File: src/rtl/pe_reducer_sched_pkg.sv
// pe_sched_pkg -- shared types for the PE reducer sequencer.
//   state_e    : sequencer states (IDLE, COLLECT, ISSUE, WAIT, DONE)
//   PE_LANES / PE_DW / PE_AW : default lane count, data width, coordinate width
//   pe_lane_t  : one reducer lane {addr, w, ia} at the default widths
package pe_sched_pkg;

   typedef enum logic [2:0] {
      IDLE,
      COLLECT,
      ISSUE,
      WAIT,
      DONE
   } state_e;

   localparam int PE_LANES = 3;
   localparam int PE_DW    = 16;
   localparam int PE_AW    = 7;

   typedef struct packed {
      logic [3*PE_AW-1:0] addr;
      logic [PE_DW-1:0]   w;
      logic [PE_DW-1:0]   ia;
   } pe_lane_t;

endpackage

File: src/rtl/pe_reducer_sched_if.sv
// pe_reducer_sched_if -- product-entry stream into the PE reducer sequencer.
//   i_in_valid / o_in_ready : valid/ready handshake
//   i_in_w, i_in_ia         : weight and activation (DW bits)
//   i_in_addr               : {x,y,z} address, AW bits per coordinate
//   i_in_last               : final entry of a job, qualified by valid
// master = entry producer (fetch logic), slave = sequencer.
interface pe_reducer_sched_if #(
   parameter int DW = 16,
   parameter int AW = 7
);
   logic            i_in_valid;
   logic            o_in_ready;
   logic [DW-1:0]   i_in_w;
   logic [DW-1:0]   i_in_ia;
   logic [3*AW-1:0] i_in_addr;
   logic            i_in_last;

   modport master (
      output i_in_valid, i_in_w, i_in_ia, i_in_addr, i_in_last,
      input  o_in_ready
   );

   modport slave (
      input  i_in_valid, i_in_w, i_in_ia, i_in_addr, i_in_last,
      output o_in_ready
   );
endinterface

File: src/rtl/pe_reducer_sched_watchdog.sv
// pe_sched_watchdog -- WAIT-state timeout counter.
//   i_clk, i_rst : clock, asynchronous active-high reset
//   i_run        : high while the sequencer sits in WAIT
//   o_expire     : high in the TIMEOUT-th consecutive cycle of i_run
// Only instantiated when PE_SCHED_WATCHDOG_EN is defined.
module pe_sched_watchdog #(
   parameter int TIMEOUT = 64
) (
   input  logic i_clk,
   input  logic i_rst,
   input  logic i_run,
   output logic o_expire
);
   localparam int TW = $clog2(TIMEOUT + 1);

   logic [TW-1:0] cnt_q, cnt_d;

   assign o_expire = i_run && (cnt_q == TW'(TIMEOUT - 1));

   // Counter restarts whenever WAIT is left, so every batch gets a full window.
   always_comb begin
      cnt_d = '0;
      if (i_run && !o_expire) cnt_d = cnt_q + TW'(1);
   end

   always_ff @(posedge i_clk or posedge i_rst) begin
      if (i_rst) cnt_q <= '0;
      else       cnt_q <= cnt_d;
   end
endmodule

File: src/rtl/pe_reducer_sched.sv
// pe_reducer_sched -- packs (w, ia, addr) entries into LANES-wide batches and
// sequences the PE reducer (start pulse, wait for finish).
//   i_clk, i_rst   : clock, asynchronous active-high reset
//   in_if (slave)  : entry stream, see pe_reducer_sched_if
//   o_pe_start     : one-cycle start pulse, lane data valid with it
//   o_pe_w/ia/addr : lane k at slice k, held stable until i_pe_finish
//   i_pe_finish    : reducer batch complete (ignored outside WAIT)
//   o_busy, o_done : not-idle flag, one-cycle job-complete pulse
//   o_batch_cnt    : batches issued in the current job
//   o_err          : watchdog timeout pulse (only with PE_SCHED_WATCHDOG_EN)
// Optional feature macro: PE_SCHED_WATCHDOG_EN.
module pe_reducer_sched
   import pe_sched_pkg::*;
#(
   parameter int LANES   = PE_LANES,
   parameter int DW      = PE_DW,
   parameter int AW      = PE_AW,
   parameter int CW      = 16,
   parameter int TIMEOUT = 64
) (
   input  logic                  i_clk,
   input  logic                  i_rst,
   pe_reducer_sched_if.slave     in_if,
   output logic                  o_pe_start,
   output logic [LANES*DW-1:0]   o_pe_w,
   output logic [LANES*DW-1:0]   o_pe_ia,
   output logic [LANES*3*AW-1:0] o_pe_addr,
   input  logic                  i_pe_finish,
   output logic                  o_busy,
   output logic                  o_done,
   output logic [CW-1:0]         o_batch_cnt
`ifdef PE_SCHED_WATCHDOG_EN
   ,output logic                 o_err
`endif
);
   localparam int LCW = $clog2(LANES + 1);

   state_e          state_q, state_d;
   logic [LCW-1:0]  cnt_q, cnt_d, wr_idx;
   logic            last_q, last_d;
   logic [DW-1:0]   w_q[LANES], w_d[LANES];
   logic [DW-1:0]   ia_q[LANES], ia_d[LANES];
   logic [3*AW-1:0] addr_q[LANES], addr_d[LANES];
   logic [CW-1:0]   batch_q, batch_d, batch_base;
   logic            start_q, start_d, done_q, done_d;
   logic            busy_q, busy_d, ready_q, ready_d;
   logic            accept, fin, expire;

   // ready_q is only ever high in IDLE/COLLECT, so accept implies one of those.
   assign accept = in_if.i_in_valid && ready_q;
   assign fin    = (state_q == WAIT) && i_pe_finish;

`ifdef PE_SCHED_WATCHDOG_EN
   logic err_q, err_d;

   pe_sched_watchdog #(.TIMEOUT(TIMEOUT)) u_watchdog (
      .i_clk    (i_clk),
      .i_rst    (i_rst),
      .i_run    (state_q == WAIT),
      .o_expire (expire)
   );
`else
   assign expire = 1'b0;
`endif

   // State register
   always_ff @(posedge i_clk or posedge i_rst) begin
      if (i_rst) state_q <= IDLE;
      else       state_q <= state_d;
   end

   // Next-state logic
   always_comb begin
      state_d = state_q;
      case (state_q)
         IDLE:    if (accept) state_d = in_if.i_in_last ? ISSUE : COLLECT;
         COLLECT: if (accept && (in_if.i_in_last || cnt_q == LCW'(LANES - 1)))
                     state_d = ISSUE;
         ISSUE:   state_d = WAIT;
         WAIT:    if (fin)         state_d = last_q ? DONE : COLLECT;
                  else if (expire) state_d = IDLE;
         DONE:    state_d = IDLE;
         default: state_d = IDLE;
      endcase
   end

   // Lane data, lane count, last flag and batch counter
   always_comb begin
      cnt_d      = cnt_q;
      last_d     = last_q;
      batch_base = batch_q;
      wr_idx     = (state_q == IDLE) ? '0 : cnt_q;
      for (int k = 0; k < LANES; k++) begin
         w_d[k]    = w_q[k];
         ia_d[k]   = ia_q[k];
         addr_d[k] = addr_q[k];
      end
      if (accept) begin
         // A new job starts from zeroed lanes so a short first batch is padded.
         if (state_q == IDLE) begin
            batch_base = '0;
            for (int k = 0; k < LANES; k++) begin
               w_d[k]    = '0;
               ia_d[k]   = '0;
               addr_d[k] = '0;
            end
         end
         for (int k = 0; k < LANES; k++) begin
            if (LCW'(k) == wr_idx) begin
               w_d[k]    = in_if.i_in_w;
               ia_d[k]   = in_if.i_in_ia;
               addr_d[k] = in_if.i_in_addr;
            end
         end
         cnt_d  = wr_idx + LCW'(1);
         last_d = in_if.i_in_last;
      end
      // Lanes are kept after the final batch; cleared before refilling or on timeout.
      if ((fin && !last_q) || (state_q == WAIT && !i_pe_finish && expire)) begin
         cnt_d = '0;
         for (int k = 0; k < LANES; k++) begin
            w_d[k]    = '0;
            ia_d[k]   = '0;
            addr_d[k] = '0;
         end
      end
      if (state_q == WAIT && !i_pe_finish && expire) last_d = 1'b0;
      if (state_q == DONE) last_d = 1'b0;
      batch_d = batch_base + CW'(state_d == ISSUE);
   end

   // Registered outputs are decoded from the next state so they line up with it.
   always_comb begin
      start_d = (state_d == ISSUE);
      done_d  = (state_d == DONE);
      busy_d  = (state_d != IDLE);
      ready_d = (state_d == IDLE) || (state_d == COLLECT);
`ifdef PE_SCHED_WATCHDOG_EN
      err_d   = (state_q == WAIT) && !i_pe_finish && expire;
`endif
   end

   always_ff @(posedge i_clk or posedge i_rst) begin
      if (i_rst) begin
         cnt_q   <= '0;
         last_q  <= 1'b0;
         batch_q <= '0;
         start_q <= 1'b0;
         done_q  <= 1'b0;
         busy_q  <= 1'b0;
         ready_q <= 1'b0;
         for (int k = 0; k < LANES; k++) begin
            w_q[k]    <= '0;
            ia_q[k]   <= '0;
            addr_q[k] <= '0;
         end
`ifdef PE_SCHED_WATCHDOG_EN
         err_q   <= 1'b0;
`endif
      end else begin
         cnt_q   <= cnt_d;
         last_q  <= last_d;
         batch_q <= batch_d;
         start_q <= start_d;
         done_q  <= done_d;
         busy_q  <= busy_d;
         ready_q <= ready_d;
         for (int k = 0; k < LANES; k++) begin
            w_q[k]    <= w_d[k];
            ia_q[k]   <= ia_d[k];
            addr_q[k] <= addr_d[k];
         end
`ifdef PE_SCHED_WATCHDOG_EN
         err_q   <= err_d;
`endif
      end
   end

   for (genvar k = 0; k < LANES; k++) begin : g_lane
      assign o_pe_w[k*DW +: DW]         = w_q[k];
      assign o_pe_ia[k*DW +: DW]        = ia_q[k];
      assign o_pe_addr[k*3*AW +: 3*AW]  = addr_q[k];
   end

   assign in_if.o_in_ready = ready_q;
   assign o_pe_start       = start_q;
   assign o_busy           = busy_q;
   assign o_done           = done_q;
   assign o_batch_cnt      = batch_q;
`ifdef PE_SCHED_WATCHDOG_EN
   assign o_err            = err_q;
`endif
endmodule

File: src/flat_wrapper.sv
// flat-port wrapper written by rule: the top's interface ports become plain ports
module pe_reducer_sched_flat import pe_sched_pkg::*;
#(
   parameter int LANES   = PE_LANES,
   parameter int DW      = PE_DW,
   parameter int AW      = PE_AW,
   parameter int CW      = 16,
   parameter int TIMEOUT = 64
)
  (i_clk, i_rst, o_pe_start, o_pe_w, o_pe_ia, o_pe_addr, i_pe_finish, o_busy, o_done, o_batch_cnt, in_if_i_in_valid, in_if_i_in_w, in_if_i_in_ia, in_if_i_in_addr, in_if_i_in_last, in_if_o_in_ready);
  pe_reducer_sched_if #(.DW(DW), .AW(AW)) in_if_i ();
  input  logic i_clk;
  input  logic i_rst;
  output logic o_pe_start;
  output logic [LANES*DW-1:0] o_pe_w;
  output logic [LANES*DW-1:0] o_pe_ia;
  output logic [LANES*3*AW-1:0] o_pe_addr;
  input  logic i_pe_finish;
  output logic o_busy;
  output logic o_done;
  output logic [CW-1:0] o_batch_cnt;
  input wire logic [$bits(in_if_i.i_in_valid)-1:0] in_if_i_in_valid;
  input wire logic [$bits(in_if_i.i_in_w)-1:0] in_if_i_in_w;
  input wire logic [$bits(in_if_i.i_in_ia)-1:0] in_if_i_in_ia;
  input wire logic [$bits(in_if_i.i_in_addr)-1:0] in_if_i_in_addr;
  input wire logic [$bits(in_if_i.i_in_last)-1:0] in_if_i_in_last;
  output wire logic [$bits(in_if_i.o_in_ready)-1:0] in_if_o_in_ready;
  assign in_if_i.i_in_valid = in_if_i_in_valid;
  assign in_if_i.i_in_w = in_if_i_in_w;
  assign in_if_i.i_in_ia = in_if_i_in_ia;
  assign in_if_i.i_in_addr = in_if_i_in_addr;
  assign in_if_i.i_in_last = in_if_i_in_last;
  assign in_if_o_in_ready = in_if_i.o_in_ready;
  pe_reducer_sched #(.LANES(LANES), .DW(DW), .AW(AW), .CW(CW), .TIMEOUT(TIMEOUT)) u_core (.i_clk(i_clk), .i_rst(i_rst), .in_if(in_if_i), .o_pe_start(o_pe_start), .o_pe_w(o_pe_w), .o_pe_ia(o_pe_ia), .o_pe_addr(o_pe_addr), .i_pe_finish(i_pe_finish), .o_busy(o_busy), .o_done(o_done), .o_batch_cnt(o_batch_cnt));
endmodule
File: config.mk
export PLATFORM = sky130hd
export DESIGN_NAME = pe_reducer_sched_flat
export DESIGN_NICKNAME = d
export VERILOG_FILES = /design/src/rtl/pe_reducer_sched_pkg.sv /design/src/rtl/pe_reducer_sched_if.sv /design/src/rtl/pe_reducer_sched_watchdog.sv /design/src/rtl/pe_reducer_sched.sv /design/src/flat_wrapper.sv
export SDC_FILE = /design/constraint.sdc
export NUM_CORES = 1
export LEC_CHECK = 0
export CAP_MARGIN = 20
export CORE_ASPECT_RATIO = 0.8
export CORE_MARGIN = 1
export CORE_UTILIZATION = 49
export CTS_CLUSTER_SIZE = 24
export DETAILED_ROUTE_END_ITERATION = 7
export PLACE_DENSITY_LB_ADDON = 0.05
export SLEW_MARGIN = 10
export SYNTH_ARGS = -nofsm -noshare
export SYNTH_HDL_FRONTEND = slang
export SYNTH_SLANG_ARGS = --single-unit
File: constraint.sdc
create_clock -name i_clk -period 13.84 [get_ports i_clk]
set_clock_uncertainty 0.2 [all_clocks]
set_input_delay 2.076 -clock i_clk [delete_from_list [all_inputs] [get_ports i_clk]]
set_output_delay 2.076 -clock i_clk [all_outputs]
set_load 0.03 [all_outputs]
### Word level (Yosys, flattened, before mapping)

Index checks and enable logic that the tools add are counted.

* bits in registers: 185
* bits of input ports: 58
* output and inout port bits: 179
* word-level logic and storage cells: 78

* $add $sub $neg: 2
* equality and inequality tests: 10
* mux-type cells: 30
* reduce and logical (&&, ||, !) cells: 19

Operators by type and width (count)
* $mux 48: 5
* $mux 63: 3
* $mux 16: 8
* $mux 21: 3
* $add 16x1->16: 1
* $mux 3: 4
* $pmux 3 s4: 1
* $reduce_bool 3->1: 4
* $eq 3x2->1 const B: 3
* $mux 2: 4
* $eq 3x1->1 const B: 2
* $eq 3x3->1 const B: 2
* $logic_not 3->1: 2
* $reduce_and 2->1: 3
* $logic_and 1x1->1: 4
* $reduce_bool 2->1: 2
* $add 2x1->2 const B: 1
* $eq 1x2->1 const A: 1
* $eq 2x2->1 const A: 1
* $eq 2x2->1 const B: 1
* $logic_not 2->1: 1
* $logic_or 1x1->1: 2
* $mux 1: 2
* $logic_not 1->1: 1

### Depth between registers and ports, before layout

* depth after elaboration: 7
* mapped depth: 10
* depth with buffers taken out: 9

### Worst setup path after synthesis

Ideal clock, no wire load.

* kind: input -> register
* start point: input in_if_i_in_valid
* end point: register u_core.batch_q[12] (netlist: u_core.o_batch_cnt[12])
* library setup time: 0.132 ns
* arrival: 3.533 ns
* data required time: 13.508 ns
* path slack: 9.975 ns
* cell stages on the path: 10
* path buffers: 1
* path through: and2_1 -> clkbuf_1 -> nand2_1 -> and2_1 -> and2_1 -> ha_1 -> nand3_1 -> nor4_1 -> xnor2_1 -> nor2_1

* word-level cells in the longest chain between the ends: 6
* elaborated cells on any way between the ends: 8
* those cells by class: 1 x add/sub; 1 x eq/ne; 4 x mux; 2 x reduce/logical

RTL lines
* start, declared: line flat_wrapper.sv:22 `input wire logic [$bits(in_if_i.i_in_valid)-1:0] in_if_i_in_valid;`
* $logic_and 1x1->1 (*): line pe_reducer_sched.sv:50 `assign accept = in_if.i_in_valid && ready_q;`
* $logic_and 1x1->1: line pe_reducer_sched.sv:77 `COLLECT: if (accept && (in_if.i_in_last || cnt_q == LCW'(LANES - 1)))`
* $mux 3: line pe_reducer_sched.sv:77
* $pmux 3 s4: line pe_reducer_sched.sv:75 `case (state_q)`
* $eq 3x2->1: line pe_reducer_sched.sv:129 `batch_d = batch_base + CW'(state_d == ISSUE);`
* $add 16x1->16 (*): line pe_reducer_sched.sv:129
* net u_core.batch_d[12]: line pe_reducer_sched.sv:44 `logic [CW-1:0] batch_q, batch_d, batch_base;`
* end signal, assigned: line pe_reducer_sched.sv:163 `batch_q <= batch_d;`
* end, declared: line pe_reducer_sched.sv:44

The timed path passes the listed nets; every way through them passes the cells marked *.
A chain may end at the register's enable or synchronous reset.

### Worst setup path in the final report

* start point: input in_if_i_in_valid
* end point: register u_core.batch_q[15] (netlist: u_core.o_batch_cnt[15])

The elaborated chain is that of the path after synthesis.

==> flow_metrics.env <==
export IMPL_cts_resized=0
export IMPL_grt_total_usage_pct=27.16
export IMPL_critPathSlowestCell="clkdlybuf4s50_1"
export IMPL_period_minus_slack_ps=4195
export IMPL_rows=38
export IMPL_outcome="completed"
export IMPL_cts_tree="built"
export IMPL_drt_iter0_markers=363
export IMPL_dp_slack_ps=9266
export IMPL_synth_distinct_cells=26
export IMPL_placed_cells=879
export IMPL_die_w_um=135.5
export IMPL_drc_errors=0
export IMPL_regToRegEndpoint="u_core.o_pe_addr[48]"
export IMPL_hp_class="reg2reg"
export IMPL_seqCellArea_um2=4629
export IMPL_worstHoldStart="u_core.o_pe_ia[27]"
export IMPL_ys_ff_latch=185
export IMPL_multiInputGateArea_um2=2031
export IMPL_cp_start_kind="primary input"
export IMPL_num_nets_final=782
export IMPL_initial_core_util_pct=50.87
export IMPL_gp_congestion=0.8136
export IMPL_reg2reg_from="u_core.state_q[0]"
export IMPL_whs_ps=298.1
export IMPL_cts_root_buf="clkbuf_16"
export IMPL_holdPathEnd="u_core.o_pe_ia[27]"
export IMPL_drt_pass1_iter_count=4
export IMPL_clock_latency_ps=420
export IMPL_antenna_left=0
export IMPL_setup_ws_ps=9645
export IMPL_avgViaCountPerCell=5.811
export IMPL_finalCritPeriodShare_pct=30.31
export IMPL_grt_pass1_wl_mm=29.93
export IMPL_die_area_um2=14750
export IMPL_critical_path_max_stage_delay_ps=490
export IMPL_clock_sinks=185
export IMPL_grt_max_degree=115
export IMPL_synth_ff_type="dfrtp_1"
export IMPL_crit_chain="clkdlybuf4s50_1, nand2_1, nor4_1, ha_1, nand4_1, nor4_1, xnor2_1, nor2_1"
export IMPL_synth_edf_count=0
export IMPL_max_vdd_ir_drop_v=0.0001746
export IMPL_path_delay_family="simple AND/OR/NAND/NOR gates"
export IMPL_io_pins=237
export IMPL_maxCapViolations=0
export IMPL_wire_per_inst_um=21.26
export IMPL_finalWirelength_mm=19.39
export IMPL_cts_setup_buffers=0
export IMPL_cts_buffers=17
export IMPL_finalHoldViolCount=0
export IMPL_fin_util_pct=72.45
export IMPL_path_class="in2reg"
export IMPL_tightest_slew_ps=928.8
export IMPL_syn_area_um2=6989
export IMPL_cp_required_ps=13900
export IMPL_hold_buffers=0
export IMPL_r2r_slack_ps=10920
export IMPL_grt_setup_unrepaired="false"
export IMPL_synthCells=497
export IMPL_hold_depth=1
export IMPL_synth_nets=560
export IMPL_clk_pin_slew_worst_paths_ps=60
export IMPL_htree_levels=4
export IMPL_worstPathArrival_ps=4250
export IMPL_p_leak_nw=4.508
export IMPL_antenna_found_initial=0
export IMPL_power_density_nw_per_um2=265.4
export IMPL_die_y_um=108.8
export IMPL_dp_hpwl_mm=12.20
export IMPL_cp_common_cell="nor4_1"
export IMPL_antenna_cells=0
export IMPL_grt_overflow=0
export IMPL_final_setup_viol_count=0
export IMPL_areaGrowthSynthToFinish_pct=42.43
export IMPL_finalSetupTns_ps=0
export IMPL_yosys_warnings=0
export IMPL_maxSlewHeadroom_pct=37.85
export IMPL_grt_pass1_vias=5327
export IMPL_drive_gt1_share_pct=6.421
export IMPL_core_area_um2=13740
export IMPL_cts_max_path_buffers=2
export IMPL_synth_area_per_cell_um2=14.06
export IMPL_ys_seq_area_share_pct=66.24
export IMPL_drv_slew=0
export IMPL_synthArstFlopShare_pct=100.0
export IMPL_route_vias_total=5300
export IMPL_finalNonFillerCells=912
export IMPL_worstPathMaxFanout=7
export IMPL_r2r_cells=8
export IMPL_endpoint_kind="flip-flop"
export IMPL_fmax_mhz=238.4
export IMPL_io_buffers=236
export IMPL_fillers=905
export IMPL_worst_path_buf_inv=1
==> synth_stat cells, types with 3 or more instances <==
library cell	count	area [µm²]
a211oi_1	3	22.52
a21oi_1	5	25.02
a22o_1	159	1393
and2_1	7	43.79
and3_1	3	18.77
buf_2	17	85.08
buf_6	18	202.7
clkbuf_1	6	22.52
dfrtp_1	185	4629
ha_1	5	62.56
inv_1	7	26.28
nand2_1	12	45.04
nand3_1	7	35.03
nand4_1	4	25.02
nor2_1	18	67.56
nor3_1	5	25.02
nor4_1	7	43.79
o21ai_0	7	35.03
or3_1	4	25.02
xnor2_1	11	96.34
==> placed cells by master (no fill, tap or decap), drive strengths merged, types with 2 or more instances in the layout <==
cell / Yosys / layout
nor2b: 2 / 2
or3: 4 / 4
nor4: 7 / 7
nor2: 18 / 18
nand3: 7 / 7
and2: 7 / 7
nand4: 4 / 4
o21ai: 7 / 7
nor3: 5 / 5
bufinv: 0 / 3
a21oi: 5 / 5
inv: 7 / 7
dfrtp: 185 / 185
clkinv: 0 / 8
xnor2: 11 / 11
buf: 35 / 8
ha: 5 / 5
clkinvlp: 0 / 2
clkbuf: 6 / 19
a22o: 159 / 159
a211oi: 3 / 3
and3: 3 / 3
clkdlybuf4s50: 0 / 236
nand2: 12 / 12
==> cell type report <==
| type | count | share of cell area (%) |
|---|---|---|
| Sequential cell | 185 | 46.51 |
| Inverter | 7 | 0.3142 |
| Tap cell | 180 | 2.262 |
| Clock buffer | 19 | 4.449 |
| Timing Repair Buffer | 244 | 24.53 |
| Multi-Input combinational cell | 264 | 20.40 |
| Clock inverter | 13 | 1.533 |
==> metal layers <==
metal,share of wire (%),GRT usage (%),vias up,routed length [µm]
met5,0,0,-,0
met4,1.3,8.026,0,244
met3,8.2,9.298,20,1589
met2,47,41.36,215,9101
met1,44,36.99,2752,8451
li1,-,-,2313,-
==> flip-flops by register name, summed over array words and instances (netlist names) <==
| signal | cells |
|---|---|
| u_core.o_pe_start | 1 |
| u_core.last_q | 1 |
| u_core.in_if.o_in_ready | 1 |
| u_core.o_batch_cnt | 16 |
| u_core.state_q | 3 |
| u_core.o_pe_ia | 48 |
| u_core.o_pe_w | 48 |
| u_core.cnt_q | 2 |
| u_core.o_busy | 1 |
| u_core.o_pe_addr | 63 |
| u_core.o_done | 1 |
==> worst max-delay path by stage <==
stage	start	to	slack [ps]	cells after the start
after CTS	in_if_i_in_valid	u_core.o_batch_cnt[11]	9700	8
after global routing	in_if_i_in_valid	u_core.o_batch_cnt[15]	9530	8
after floorplan	i_rst	u_core.cnt_q[0]	6540	1
after detailed placement	in_if_i_in_valid	u_core.o_batch_cnt[11]	9270	8
after global placement	i_rst	u_core.o_pe_w[35]	9410	3
final	in_if_i_in_valid	u_core.o_batch_cnt[15]	9640	8
==> where the power goes <==
| part | leakage (nW) | switching, W | internal [W] |
|---|---|---|---|
| logic | 1.79 | 0.000741 | 0.000540 |
| clock network | 0.292 | 0.000198 | 0.000287 |
| registers | 2.42 | 0.000130 | 0.000746 |
| total | 4.51 | 0.00107 | 0.00157 |
==> cells by family (layout without fill, tap and decap cells) <==
family / count (synthesis) / after routing / share of synthesized area [%]
adders and majority gates: 5 / 5 / 0.8951
buffers and inverters: 48 / 283 / 4.816
DFF: 185 / 185 / 66.24
AOI/OAI and AO/OA: 177 / 177 / 21.46
and+or+nand+nor: 70 / 70 / 5.084
xor gates and xnor gates: 12 / 12 / 1.504
==> per-stage QoR <==
step | total power [W] | instance area [µm²]
floorplan | 0.001641 | 6989
global placement | 0.002141 | 9331
detailed placement | 0.002156 | 9331
CTS | 0.002658 | 9927
global route | 0.002764 | 9955
finish | 0.002642 | 9955
Power figures use the tool's default switching activity.
